## src/rtl/kp_gauss3x3.sv

```systemverilog
// rtl/kp_gauss3x3.sv - pipelined 3x3 Gaussian blur for RGB565 with frame position markers
module kp_gauss3x3 #(
  parameter int LINE_LENGTH = 480,
  parameter int LINE_COUNT  = 480,
  parameter int DATA_WIDTH  = 16
) (
  input  logic                    i_clk,
  input  logic                    i_rstn,
  input  logic [3*DATA_WIDTH-1:0] i_r0_data,
  input  logic [3*DATA_WIDTH-1:0] i_r1_data,
  input  logic [3*DATA_WIDTH-1:0] i_r2_data,
  input  logic                    i_valid,
  input  logic                    i_bypass,
  output logic [DATA_WIDTH-1:0]   o_data,
  output logic                    o_valid,
  output logic                    o_sof,
  output logic                    o_eol,
  output logic                    o_eof
);

  // Pixel packing is fixed RGB565, so DATA_WIDTH is only meaningful at 16.
  localparam int COL_W = (LINE_LENGTH > 1) ? $clog2(LINE_LENGTH) : 1;
  localparam int ROW_W = (LINE_COUNT > 1) ? $clog2(LINE_COUNT) : 1;
  localparam logic [COL_W-1:0] COL_LAST = COL_W'(LINE_LENGTH - 1);
  localparam logic [ROW_W-1:0] ROW_LAST = ROW_W'(LINE_COUNT - 1);

  // Horizontal pass over one window row: {R 7b, G 8b, B 7b} of L + 2C + R.
  function automatic logic [21:0] hsum(input logic [47:0] w);
    logic [15:0] l, c, r;
    logic [6:0]  hr, hb;
    logic [7:0]  hg;
    l  = w[47:32];
    c  = w[31:16];
    r  = w[15:0];
    hr = {2'b00, l[15:11]} + {1'b0, c[15:11], 1'b0} + {2'b00, r[15:11]};
    hg = {2'b00, l[10:5]}  + {1'b0, c[10:5], 1'b0}  + {2'b00, r[10:5]};
    hb = {2'b00, l[4:0]}   + {1'b0, c[4:0], 1'b0}   + {2'b00, r[4:0]};
    return {hr, hg, hb};
  endfunction

  // Vertical pass over the three row sums: {R 9b, G 10b, B 9b}.
  function automatic logic [27:0] vsum(input logic [21:0] h0, input logic [21:0] h1,
                                       input logic [21:0] h2);
    logic [8:0] vr, vb;
    logic [9:0] vg;
    vr = {2'b00, h0[21:15]} + {1'b0, h1[21:15], 1'b0} + {2'b00, h2[21:15]};
    vg = {2'b00, h0[14:7]}  + {1'b0, h1[14:7], 1'b0}  + {2'b00, h2[14:7]};
    vb = {2'b00, h0[6:0]}   + {1'b0, h1[6:0], 1'b0}   + {2'b00, h2[6:0]};
    return {vr, vg, vb};
  endfunction

  // Divide by 16 with round-half-up; kernel weights sum to 16 so no channel can overflow.
  function automatic logic [15:0] round_pack(input logic [27:0] v);
    return {5'((v[27:19] + 9'd8) >> 4), 6'((v[18:9] + 10'd8) >> 4), 5'((v[8:0] + 9'd8) >> 4)};
  endfunction

  logic [2:0]       vld_sr;
  logic [21:0]      s1_h0, s1_h1, s1_h2;
  logic             s1_byp;
  logic [15:0]      s1_ctr;
  logic [27:0]      s2_v;
  logic             s2_byp;
  logic [15:0]      s2_ctr;
  logic [COL_W-1:0] col;
  logic [ROW_W-1:0] row;

  assign o_valid = vld_sr[2];

  // Valid bits walk alongside the data; no backpressure, so they always shift.
  always_ff @(posedge i_clk or negedge i_rstn) begin
    if (!i_rstn) begin
      vld_sr <= '0;
    end else begin
      vld_sr <= {vld_sr[1:0], i_valid};
    end
  end

  // Stage 1: horizontal sums, plus the bypass bit and centre pixel carried alongside.
  always_ff @(posedge i_clk or negedge i_rstn) begin
    if (!i_rstn) begin
      s1_h0  <= '0;
      s1_h1  <= '0;
      s1_h2  <= '0;
      s1_byp <= 1'b0;
      s1_ctr <= '0;
    end else if (i_valid) begin
      s1_h0  <= hsum(i_r0_data);
      s1_h1  <= hsum(i_r1_data);
      s1_h2  <= hsum(i_r2_data);
      s1_byp <= i_bypass;
      s1_ctr <= i_r1_data[31:16];
    end
  end

  // Stage 2: vertical weighted sum of the three row results.
  always_ff @(posedge i_clk or negedge i_rstn) begin
    if (!i_rstn) begin
      s2_v   <= '0;
      s2_byp <= 1'b0;
      s2_ctr <= '0;
    end else if (vld_sr[0]) begin
      s2_v   <= vsum(s1_h0, s1_h1, s1_h2);
      s2_byp <= s1_byp;
      s2_ctr <= s1_ctr;
    end
  end

  // Stage 3: normalise and pack, or forward the untouched centre pixel when bypassed.
  always_ff @(posedge i_clk or negedge i_rstn) begin
    if (!i_rstn) begin
      o_data <= '0;
    end else if (vld_sr[1]) begin
      o_data <= s2_byp ? s2_ctr : round_pack(s2_v);
    end
  end

  // Position tracking: markers come from the count before it advances for this pixel.
  always_ff @(posedge i_clk or negedge i_rstn) begin
    if (!i_rstn) begin
      col   <= '0;
      row   <= '0;
      o_sof <= 1'b0;
      o_eol <= 1'b0;
      o_eof <= 1'b0;
    end else if (vld_sr[1]) begin
      o_sof <= (col == '0) && (row == '0);
      o_eol <= (col == COL_LAST);
      o_eof <= (col == COL_LAST) && (row == ROW_LAST);
      if (col == COL_LAST) begin
        col <= '0;
        row <= (row == ROW_LAST) ? '0 : row + 1'b1;
      end else begin
        col <= col + 1'b1;
      end
    end else begin
      o_sof <= 1'b0;
      o_eol <= 1'b0;
      o_eof <= 1'b0;
    end
  end

endmodule

```

## config.mk

```make
export PLATFORM = sky130hd
export DESIGN_NAME = kp_gauss3x3
export DESIGN_NICKNAME = d
export VERILOG_FILES = /design/src/rtl/kp_gauss3x3.sv
export SDC_FILE = /design/constraint.sdc
export NUM_CORES = 1
export LEC_CHECK = 0
export BUFFER_PORTS_ARGS = -buffer_cell sky130_fd_sc_hd__clkbuf_2
export CORE_ASPECT_RATIO = 0.8
export CORE_MARGIN = 3
export CORE_UTILIZATION = 57
export DETAILED_ROUTE_END_ITERATION = 7
export GPL_ROUTABILITY_DRIVEN = 0
export PLACE_DENSITY = 0.81
export SLEW_MARGIN = 15
export SYNTH_ARGS = -nofsm -noshare
export SYNTH_HDL_FRONTEND = slang
export SYNTH_SLANG_ARGS = --single-unit
```

## constraint.sdc

```tcl
create_clock -name i_clk -period 2.7 [get_ports i_clk]
set_input_delay 0.27 -clock i_clk [delete_from_list [all_inputs] [get_ports i_clk]]
set_output_delay 0.27 -clock i_clk [all_outputs]
set_load 0.005 [all_outputs]
```

# ---- Word level (Yosys, flattened, before mapping)
# Index checks and enable logic that the tools add are counted.
dict set report word_totals {
  latchBits 0
  n_memories 0
  mem_bits_rw 0
  regBits 168
  mem_bits_ro 0
}
dict set report op_classes {
  n_bitwise 0
  n_mul 0
  shift 0
  muxes 6
  div 0
  eq_ne 2
  add_sub_neg 29
  n_reduce_logical 5
  n_lt_le_gt_ge 0
}
# operator n
set op_table {}
lappend op_table {{adder 5 x 6 -> 7 bit} 6}
lappend op_table {{adder 7 x 5 -> 7 bit} 6}
lappend op_table {{adder 6 x 7 -> 8 bit} 3}
lappend op_table {{adder 8 x 6 -> 8 bit} 3}
lappend op_table {{adder 7 x 8 -> 9 bit} 2}
lappend op_table {{adder 9 x 1 -> 9 bit (second input constant)} 2}
lappend op_table {{adder 9 x 4 -> 9 bit (second input constant)} 2}
lappend op_table {{adder 9 x 7 -> 9 bit} 2}
lappend op_table {{equality test 9 bit (second input constant)} 2}
lappend op_table {{logical NOT 9 bit} 2}
lappend op_table {{2-to-1 mux 9 bit} 2}
lappend op_table {{2-to-1 mux 16 bit} 1}
lappend op_table {{adder 10 x 4 -> 10 bit (second input constant)} 1}
lappend op_table {{adder 10 x 8 -> 10 bit} 1}
lappend op_table {{adder 8 x 9 -> 10 bit} 1}
lappend op_table {{2-to-1 mux 1 bit} 3}
lappend op_table {{logical AND 1 bit} 2}
lappend op_table {{AND reduction 2 bit} 1}

# ---- Longest topological paths before layout
# Gate-level depths: netlist of the first run.
dict set report depth {
  ltp_word 3
  ltp_mapped 11
}

# ---- Worst setup path after synthesis of the first run
# OpenSTA, ideal clock, no wires.
dict set report synth_path {
  path_type {register to register}
  startpoint {register s1_h0[2]}
  endpoint {register s2_v[7]}
  stages_incl_launch_ff 8
  required_time_ps 2575
  setup_time_ps 125
  path_slack_ps 386
  n_path_buf 0
  synth_period_minus_slack_ps 2314
  t_arrival_ps 2190
  path_cell_list {dfrtp_1 > fa_1 > ha_1 > nand4b_1 > a2111oi_2 > a21oi_1 > xnor2_1 > mux2_2}
}
dict set report synth_via {
  elab_chain_cells 2
}
# element line_no
set synth_rtl {}
lappend synth_rtl {{start, declared} 58} ;# logic [21:0] s1_h0, s1_h1, s1_h2;
lappend synth_rtl {{start signal, assigned} 87} ;# s1_h0 <= hsum(i_r0_data);
lappend synth_rtl {{adder 7 x 8 -> 9 bit} 48} ;# vb = {2'b00, h0[6:0]} + {1'b0, h1[6:0], 1'b0} + {2'b00, h2[6:0]};
lappend synth_rtl {{adder 9 x 7 -> 9 bit} 48}
lappend synth_rtl {{end signal, assigned} 102} ;# s2_v <= vsum(s1_h0, s1_h1, s1_h2);
lappend synth_rtl {{end, declared} 61} ;# logic [27:0] s2_v;
# No other way between the ends.
# A chain may end at the register's enable or synchronous reset.

# ---- Final worst setup path of the first run
# Ends and elaborated chain as after synthesis.

==> reports/results.tsv, run 1 <==
stage	metric	value	unit
routing	total via count after detailed routing	6732	
worst_setup_path	crit-path max FO	3	
yosys	cells after synthesis	850	
place	placed inst area	0.0111	sq mm
yosys	count of distinct cell types in the synthesized netlist	43	
floorplanning	starting utilization of the core area	59.3	%
clocking	maximum clock path buffer count	2	
yosys	count of yosys warnings during synthesis	0	
worst_setup_path	cells along the critical path	fa_1 -> ha_1 -> nand4b_1 -> a2111oi_2 -> a21oi_1 -> xnor2_1 -> mux2_2	
clocking	root buf cell	sky130_fd_sc_hd__clkbuf_16	
clocking	clock slew seen by the registers of the worst setup and hold paths	0.06	ns
yosys	Post-synth ARST share	100	%
layout	filler instances	1226	
layout	final design instance area without fill	0.0117	sq mm
yosys	number of synthesized flops with an enable pin	0	
min_path	path type of the worst min-delay path	in -> reg	
layout	proportion of layout cells with a drive suffix above 1	30.3	%
yosys	post-synthesis net count	1148	
power	Power Density	941	mW/mm^2
layout	diodes inserted	0	
yosys	FF+latch count, synth	159	
timing	worst relative slew slack	36.3	%
place	IO Port Bufs	167	
power	LEAKAGE	5.57	nW
timing	endpoints failing setup	0	
grt	antenna violations before repair	3	
yosys	Netlist Area Pre-Place	0.0100	sq mm
place	Final HPWL DP	15000	um
grt	overflow left after global routing	0	
floorplanning	die boundary height	124	um
floorplanning	Die Footprint	0.0192	sq mm
power	P_int	0.00700	W
clocking	CTS sink count	159	
floorplanning	# rows	42	
timing	Final Critical Period	2.54	ns
yosys	cells taking the most area after synthesis	sky130_fd_sc_hd__dfrtp_1 40%, sky130_fd_sc_hd__fa_1 13%, sky130_fd_sc_hd__mux2_2 11%	
power	net switching fraction of the power	36.4	%
power	power share of the clock group	21.2	%
worst_setup_path	biggest cell delay along the critical path	0.50	ns
timing	final critical-path share of the clock period	94.0	%
worst_setup_path	required time of the worst setup path	3.01	ns
worst_setup_path	Worst Setup Start Kind	register	
clocking	clock insertion delay at the later pin of the skew report	0.42	ns
clocking	Clock H-tree levels	4	
floorplanning	area of the core	0.0169	sq mm
clocking	number of buffers created by CTS	17	
routing	routed wire length	19600	um
power	Reg power frac	33.4	%
timing	count of pins over their slew limit	0	
status	status	completed	
power	Logic pwr share	45.3	%
yosys	area fraction of the dominant cell type after synthesis	39.8	%
routing	wire per inst	15.6	um
timing	Worst Max-Slew Pin Slew	0.955	ns
grt	pin count of the biggest net entering global routing	72	
worst_setup_path	crit end category	register	
yosys	ys flop type	sky130_fd_sc_hd__dfrtp_1	
routing	Initial DRT Pass Iterations	6	
timing	maximum clock skew at final layout	0.00631	ns
clocking	clock tree from TritonCTS	yes	
timing	setup repair after global routing missed its margin	false	
timing	setup TNS after final layout	0	ns
floorplanning	horizontal die dimension	154	um
worst_setup_path	CP Data Arrival Time	2.85	ns
routing	vias per inst	5.36	
grt	GRT Resource Usage Total	21.2	%
timing	maximum clock frequency	0.394	GHz
timing	Final Hold Viols	0	
routing	First DRT Iteration DRCs	357	
power	switching power	0.00401	W
layout	layout net count	1320	
worst_setup_path	cell with the largest stage delay on the worst path	sky130_fd_sc_hd__fa_1	
routing	number of nets still failing antenna checks after routing	0	
grt	number of global-route vias before repair	7211	
yosys	Seq/Total Area, Yosys	39.8	%
yosys	largest area contributor in the synthesized netlist	sky130_fd_sc_hd__dfrtp_1	
worst_setup_path	critical path class	reg -> reg	
yosys	average cell area after synthesis	11.8	sq um
routing	DRC violations left	0	
grt	first-pass GRT wire length	33400	um
power	VDD IR-drop max	0.615	mV
layout	Area Growth Syn to Fin	17.0	%
floorplanning	Top-Level Pins	168	
flow_run	max capacitance violation total	0	
-- worst max-delay path: cells and delay by family, from the launching register on --
kind,cells,cell delay (ns)
AOI/OAI and AO/OA,2,0.64
xor gates and xnor gates,1,0.15
adders and majority gates,2,0.80
DFF,1,0.41
muxes,1,0.26
and+or+nand+nor,1,0.17
-- Yosys cell counts (11+ instances only) --
library cell                 n
sky130_fd_sc_hd__clkbuf_1   13
sky130_fd_sc_hd__mux2i_1    11
sky130_fd_sc_hd__mux2_2    100
sky130_fd_sc_hd__inv_1      72
sky130_fd_sc_hd__nor2_1     42
sky130_fd_sc_hd__nand3_1    13
sky130_fd_sc_hd__a21o_1     12
sky130_fd_sc_hd__a21oi_1    55
sky130_fd_sc_hd__dfrtp_1   159
sky130_fd_sc_hd__xor2_1     16
sky130_fd_sc_hd__o21ai_0    39
sky130_fd_sc_hd__ha_1       83
sky130_fd_sc_hd__nand2_1    45
sky130_fd_sc_hd__fa_1       67
sky130_fd_sc_hd__xnor2_1    47
-- worst paths after layout --
| kind | startpoint | to | slack, ns | cells after the start |
|---|---|---|---|---|
| max | s1_h0[2]$_DFFE_PN0P_ | s2_v[7]$_DFFE_PN0P_ | 0.16 | 7 |
| min | i_r1_data[26] | s1_ctr[10]$_DFFE_PN0P_ | 0.11 | 2 |
| max reg2reg | s1_h0[2]$_DFFE_PN0P_ | s2_v[7]$_DFFE_PN0P_ | 0.16 | 7 |
| min reg2reg | row[8]$_DFFE_PN0P_ | row[8]$_DFFE_PN0P_ | 0.50 | 2 |
| max in group asynchronous | i_rstn | s1_h2[5]$_DFFE_PN0P_ | 1.48 | 3 |
| min in group asynchronous | i_rstn | s1_h0[1]$_DFFE_PN0P_ | 0.45 | 2 |
-- power by group through the flow --
stage | sequential, W | clock [W] | combinational (W)
final | 0.00368 | 0.00234 | 0.00499
after global routing | 0.00378 | 0.00248 | 0.00569
after CTS | 0.00369 | 0.00238 | 0.00500
after floorplan | 0.00356 | 0 | 0.00379
after detailed placement | 0.00373 | 0 | 0.00492
after global placement | 0.00369 | 0 | 0.00474
-- area by class of cell --
cell class	count	area [sq um]	share of cell area, %
timing repair buffer	176	940	8.03
clock inverter	12	135	1.15
sequential	159	3980	34.0
tap	220	275	2.35
multi-input combinational	596	5670	48.4
inverter	72	270	2.31
clock buffer	20	437	3.73
-- stage by stage --
stage          hold WS (ns)  instances  worst slack [ns]  total power [W]  util [%]
2_1_floorplan       -0.0256        850             0.386          0.00735         -
3_3_place_gp          0.325       1222             0.267          0.00844      65.9
3_5_place_dp          0.330       1222             0.192          0.00865      65.9
4_1_cts              0.0941       1255             0.172           0.0111      69.3
5_1_grt               0.102       1255            0.0617           0.0120      69.4
6_report              0.105       1255             0.163           0.0110      69.4
-- kinds of logic after synthesis --
logic type / after synthesis / synth area share [%]
compound gates: 133 / 7.98
xor+xnor: 63 / 5.52
fa+ha+maj: 150 / 23.8
buf+inv: 95 / 3.69
flops: 159 / 39.8
mux: 111 / 12.4
simple gates: 139 / 6.89
-- registers in the layout, summed over array words and instances (netlist names) --
| name | flops |
|---|---|
| s1_h1 | 22 |
| o_sof | 1 |
| s2_byp | 1 |
| o_data | 16 |
| o_eof | 1 |
| s1_byp | 1 |
| vld_sr | 3 |
| col | 9 |
| s2_ctr | 16 |
| o_eol | 1 |
| row | 9 |
| s1_ctr | 16 |
| s2_v | 19 |
| s1_h0 | 22 |
| s1_h2 | 22 |
-- layer usage --
metal,vias to the layer above,global-route usage (%),part of all wire [%]
met2,162,35.0,48
li1,3241,-,-
met5,-,0,0.16
met4,6,6.44,1.9
met3,36,4.93,5.8
met1,3287,28.2,44
-- repair_timing --
| item | 4_1_cts | 5_1_grt |
|---|---|---|
| hold buffers | 1 | 0 |
| gates resized for setup | 0 | 1 |
| endpoints found under the setup margin | 0 | 1 |
| buffers inserted | 0 | 0 |
| endpoints found under the hold margin | 68 | 0 |
-- placed cells by master (no fill, tap or decap), types with 3 or more instances in the layout --
cell type,synthesis,final
sky130_fd_sc_hd__a211oi_1,3,3
sky130_fd_sc_hd__a21o_1,12,12
sky130_fd_sc_hd__a21oi_1,55,55
sky130_fd_sc_hd__and3_1,3,3
sky130_fd_sc_hd__buf_4,2,7
sky130_fd_sc_hd__clkbuf_1,13,3
sky130_fd_sc_hd__clkbuf_16,0,17
sky130_fd_sc_hd__clkbuf_2,0,165
sky130_fd_sc_hd__clkinvlp_4,0,4
sky130_fd_sc_hd__dfrtp_1,159,159
sky130_fd_sc_hd__fa_1,67,67
sky130_fd_sc_hd__ha_1,83,83
sky130_fd_sc_hd__inv_1,72,72
sky130_fd_sc_hd__mux2_2,100,100
sky130_fd_sc_hd__mux2i_1,11,11
sky130_fd_sc_hd__nand2_1,45,45
sky130_fd_sc_hd__nand2b_1,5,5
sky130_fd_sc_hd__nand3_1,13,13
sky130_fd_sc_hd__nand4_1,5,5
sky130_fd_sc_hd__nor2_1,42,42
sky130_fd_sc_hd__nor2b_1,3,3
sky130_fd_sc_hd__nor3_1,7,7
sky130_fd_sc_hd__nor4_1,4,4
sky130_fd_sc_hd__o21ai_0,39,39
sky130_fd_sc_hd__o21bai_1,10,10
sky130_fd_sc_hd__o31ai_1,7,7
sky130_fd_sc_hd__xnor2_1,47,47
sky130_fd_sc_hd__xor2_1,16,16
No activity file was read; power rests on OpenSTA's default activity.
==> run 2: changes to the inputs <==
--- a/config.mk
+++ b/config.mk
@@ -5,13 +5,14 @@
 export SDC_FILE = /design/constraint.sdc
 export NUM_CORES = 1
 export LEC_CHECK = 0
+export ABC_AREA = 1
 export BUFFER_PORTS_ARGS = -buffer_cell sky130_fd_sc_hd__clkbuf_2
 export CORE_ASPECT_RATIO = 0.8
 export CORE_MARGIN = 3
-export CORE_UTILIZATION = 57
+export CORE_UTILIZATION = 58
 export DETAILED_ROUTE_END_ITERATION = 7
 export GPL_ROUTABILITY_DRIVEN = 0
-export PLACE_DENSITY = 0.81
+export PLACE_DENSITY = 0.82
 export SLEW_MARGIN = 15
 export SYNTH_ARGS = -nofsm -noshare
 export SYNTH_HDL_FRONTEND = slang
==> run 2 against run 1 <==
Clock power hardly changed. Sequential power is 7.1% lower. Critical path depth is 4 higher. Clock skew is 0.0016 ns higher. Worst setup slack better by 0.49 ns. Largest cell class unchanged. Largest power group unchanged.
==> reports/results.tsv, run 2 <==
stage	metric	value	unit
worst_setup_path	biggest cell delay along the critical path	0.49	ns
clocking	CTS Hold Buffers Added	1	
place	Final HPWL DP	17700	um
grt	overflow left after global routing	0	
worst_setup_path	crit end category	register	
clocking	maximum clock path buffer count	2	
power	power share of the clock group	23.7	%
floorplanning	# rows	43	
min_path	count of cells along the worst hold path	3	
yosys	cells taking the most area after synthesis	sky130_fd_sc_hd__dfrtp_1 38%, sky130_fd_sc_hd__nand2_1 14%, sky130_fd_sc_hd__fa_1 13%	
power	net switching fraction of the power	40.0	%
clocking	Gates resized, CTS repair	0	
yosys	post-synthesis net count	1544	
grt	antenna violations before repair	0	
layout	diodes inserted	0	
timing	maximum clock frequency	0.489	GHz
min_path	beginning of the worst hold path	i_bypass	
layout	commonest non-fill, non-tap cell in the layout	sky130_fd_sc_hd__nand2_1	
layout	registers with the most flip-flops	s1_h0: 22 flops, s1_h1: 22 flops, s1_h2: 22 flops	
yosys	ys flop type	sky130_fd_sc_hd__dfrtp_1	
worst_setup_path	critical path class	reg -> reg	
grt	number of global-route vias before repair	8695	
worst_setup_path	depth of the most critical reg-to-reg path	11	
worst_setup_path	cells along the critical path	fa_1 -> ha_1 -> nand2_1 -> inv_1 -> nand2_1 -> nand2_1 -> nand2_1 -> nand2_1 -> nand2_1 -> nand3_1 -> nand2_1	
clocking	root buf cell	sky130_fd_sc_hd__clkbuf_16	
timing	endpoints failing setup	0	
clocking	clock slew seen by the registers of the worst setup and hold paths	0.06	ns
routing	total via count after detailed routing	8778	
timing	Worst Max-Slew Pin Slew	0.773	ns
place	Place WS	0.482	ns
worst_setup_path	number of buffer and inverter instances along the worst setup path	1	
worst_setup_path	worst reg-to-reg setup slack	0.65	ns
routing	DRC violations left	0	
yosys	cells after synthesis	1246	
layout	proportion of layout cells with a drive suffix above 1	15.8	%
timing	setup TNS after final layout	0	ns
worst_setup_path	most frequent cell on the critical path	sky130_fd_sc_hd__nand2_1	
power	VDD IR-drop max	0.548	mV
routing	First DRT Iteration DRCs	595	
layout	Area Growth Syn to Fin	15.7	%
routing	vias per inst	5.33	
worst_setup_path	required time of the worst setup path	3.01	ns
routing	number of nets still failing antenna checks after routing	0	
power	Reg power frac	35.0	%
yosys	Netlist Area Pre-Place	0.0105	sq mm
status	status	completed	
yosys	FF+latch count, synth	159	
yosys	average cell area after synthesis	8.40	sq um
yosys	Post-synth ARST share	100	%
min_path	path type of the worst min-delay path	in -> reg	
worst_setup_path	Worst Setup Start Kind	register	
timing	least setup slack across all paths after layout	0.654	ns
worst_setup_path	kind of cell adding the most delay to the critical path	adder cells	
layout	final design instance area without fill	0.0121	sq mm
timing	maximum clock skew at final layout	0.00794	ns
power	Power Density	808	mW/mm^2
yosys	count of distinct cell types in the synthesized netlist	36	
worst_setup_path	CP Data Arrival Time	2.36	ns
floorplanning	Top-Level Pins	168	
clocking	CTS sink count	159	
timing	count of pins over their slew limit	0	
grt	first-pass GRT wire length	40700	um
floorplanning	starting utilization of the core area	59.7	%
clocking	clock insertion delay at the later pin of the skew report	0.43	ns
routing	routed wire length	23700	um
clocking	Clock H-tree levels	4	
power	Logic pwr share	41.3	%
timing	setup repair after global routing missed its margin	false	
place	placed inst area	0.0115	sq mm
routing	Initial DRT Pass Iterations	4	
place	IO Port Bufs	167	
yosys	area fraction of the dominant cell type after synthesis	38.0	%
yosys	largest area contributor in the synthesized netlist	sky130_fd_sc_hd__dfrtp_1	
power	P_int	0.00588	W
worst_setup_path	crit-path max FO	4	
yosys	Seq/Total Area, Yosys	38.0	%
worst_setup_path	cell with the largest stage delay on the worst path	sky130_fd_sc_hd__fa_1	
grt	pin count of the biggest net entering global routing	97	
clocking	setup repair bufs after CTS	0	
yosys	number of synthesized flops with an enable pin	0	
timing	final critical-path share of the clock period	75.8	%
timing	Final Hold Viols	0	
timing	worst relative slew slack	48.4	%
yosys	count of yosys warnings during synthesis	0	
worst_setup_path	endpoint of the worst-slack reg-to-reg timing path	s2_v[17]$_DFFE_PN0P_	
floorplanning	Die Footprint	0.0197	sq mm
min_path	hold-critical path endpoint	s1_byp$_DFFE_PN0P_	
layout	layout net count	1706	
flow_run	max capacitance violation total	0	
layout	leading cell types in the layout, fill and taps excluded	379 x sky130_fd_sc_hd__nand2_1, 166 x sky130_fd_sc_hd__clkbuf_2, 159 x sky130_fd_sc_hd__dfrtp_1	
timing	Final Critical Period	2.05	ns
floorplanning	area of the core	0.0175	sq mm
power	switching power	0.00391	W
yosys	most used standard cells in the synthesized netlist	379 x sky130_fd_sc_hd__nand2_1, 159 x sky130_fd_sc_hd__dfrtp_1, 146 x sky130_fd_sc_hd__inv_1	
power	LEAKAGE	6.49	nW
clocking	number of buffers created by CTS	17	
grt	GRT Resource Usage Total	25.3	%
yosys	most common cell in the synthesized netlist	sky130_fd_sc_hd__nand2_1	
clocking	clock tree from TritonCTS	yes	
routing	wire per inst	14.4	um
floorplanning	die boundary height	126	um
floorplanning	horizontal die dimension	156	um
power	Total Power	0.00979	W
worst_setup_path	RR Startpoint	s1_h0[10]$_DFFE_PN0P_	
run 2: logic make-up (layout without fill, tap and decap cells):
family	count (synthesis)	after routing	synth area share, %
XOR/XNOR	18	18	1.51
AND/OR/NAND/NOR	556	556	22.1
AO/OA/AOI/OAI	179	179	8.74
buffers and inverters	184	359	6.86
adder cells (fa/ha/maj)	150	150	22.7
flip-flops	159	159	38.0
run 2: metrics by stage:
stage | instances | hold slack [ns] | util, %
2_1_floorplan | 1246 | -0.0256 | -
3_3_place_gp | 1613 | 0.281 | 65.7
3_5_place_dp | 1613 | 0.289 | 65.7
4_1_cts | 1646 | 0.0320 | 69.0
5_1_grt | 1646 | 0.0496 | 69.0
6_report | 1646 | 0.0444 | 69.0
run 2: worst max path at each step:
stage                          start  depth (start not counted)                    end
5_1_grt        s1_h0[10]$_DFFE_PN0P_                         11   s2_v[15]$_DFFE_PN0P_
4_1_cts        s1_h0[10]$_DFFE_PN0P_                         11   s2_v[17]$_DFFE_PN0P_
2_1_floorplan           i_r0_data[6]                          9  s1_h0[14]$_DFFE_PN0P_
3_3_place_gp            i_r0_data[6]                         10  s1_h0[14]$_DFFE_PN0P_
6_report       s1_h0[10]$_DFFE_PN0P_                         11   s2_v[17]$_DFFE_PN0P_
3_5_place_dp            i_r0_data[6]                         10  s1_h0[14]$_DFFE_PN0P_
run 2: area by class of cell:
cell class | instances | area [sq um]
Multi-Input combinational cell | 903 | 5770
Fill cell | 1407 | 5430
Sequential cell | 159 | 3980
Timing Repair Buffer | 175 | 930
Inverter | 152 | 577
Clock buffer | 18 | 439
Tap cell | 225 | 282
Clock inverter | 14 | 134
run 2: layer usage:
| metal | GRT usage, % | wire length [um] | vias to the layer above |
|---|---|---|---|
| li1 | - | - | 4309 |
| met1 | 36.7 | 11300 | 4167 |
| met2 | 39.6 | 10800 | 268 |
| met3 | 5.60 | 1380 | 34 |
| met4 | 5.51 | 285 | 0 |
| met5 | 0 | 0 | - |
run 2: worst reg2reg max path: cells and delay by family (launching register included):
kind	cells	cell delay, ns
buffers and inverters	1	0.05
adder cells (fa/ha/maj)	2	0.87
flip-flops	1	0.41
AND/OR/NAND/NOR	8	0.60
run 2: power groups by stage:
stage | Combinational [W] | Clock [W] | Sequential (W)
after floorplan | 0.00293 | 0 | 0.00331
after global placement | 0.00378 | 0 | 0.00342
after detailed placement | 0.00394 | 0 | 0.00344
after CTS | 0.00401 | 0.00235 | 0.00341
after global routing | 0.00468 | 0.00246 | 0.00349
final | 0.00404 | 0.00232 | 0.00342
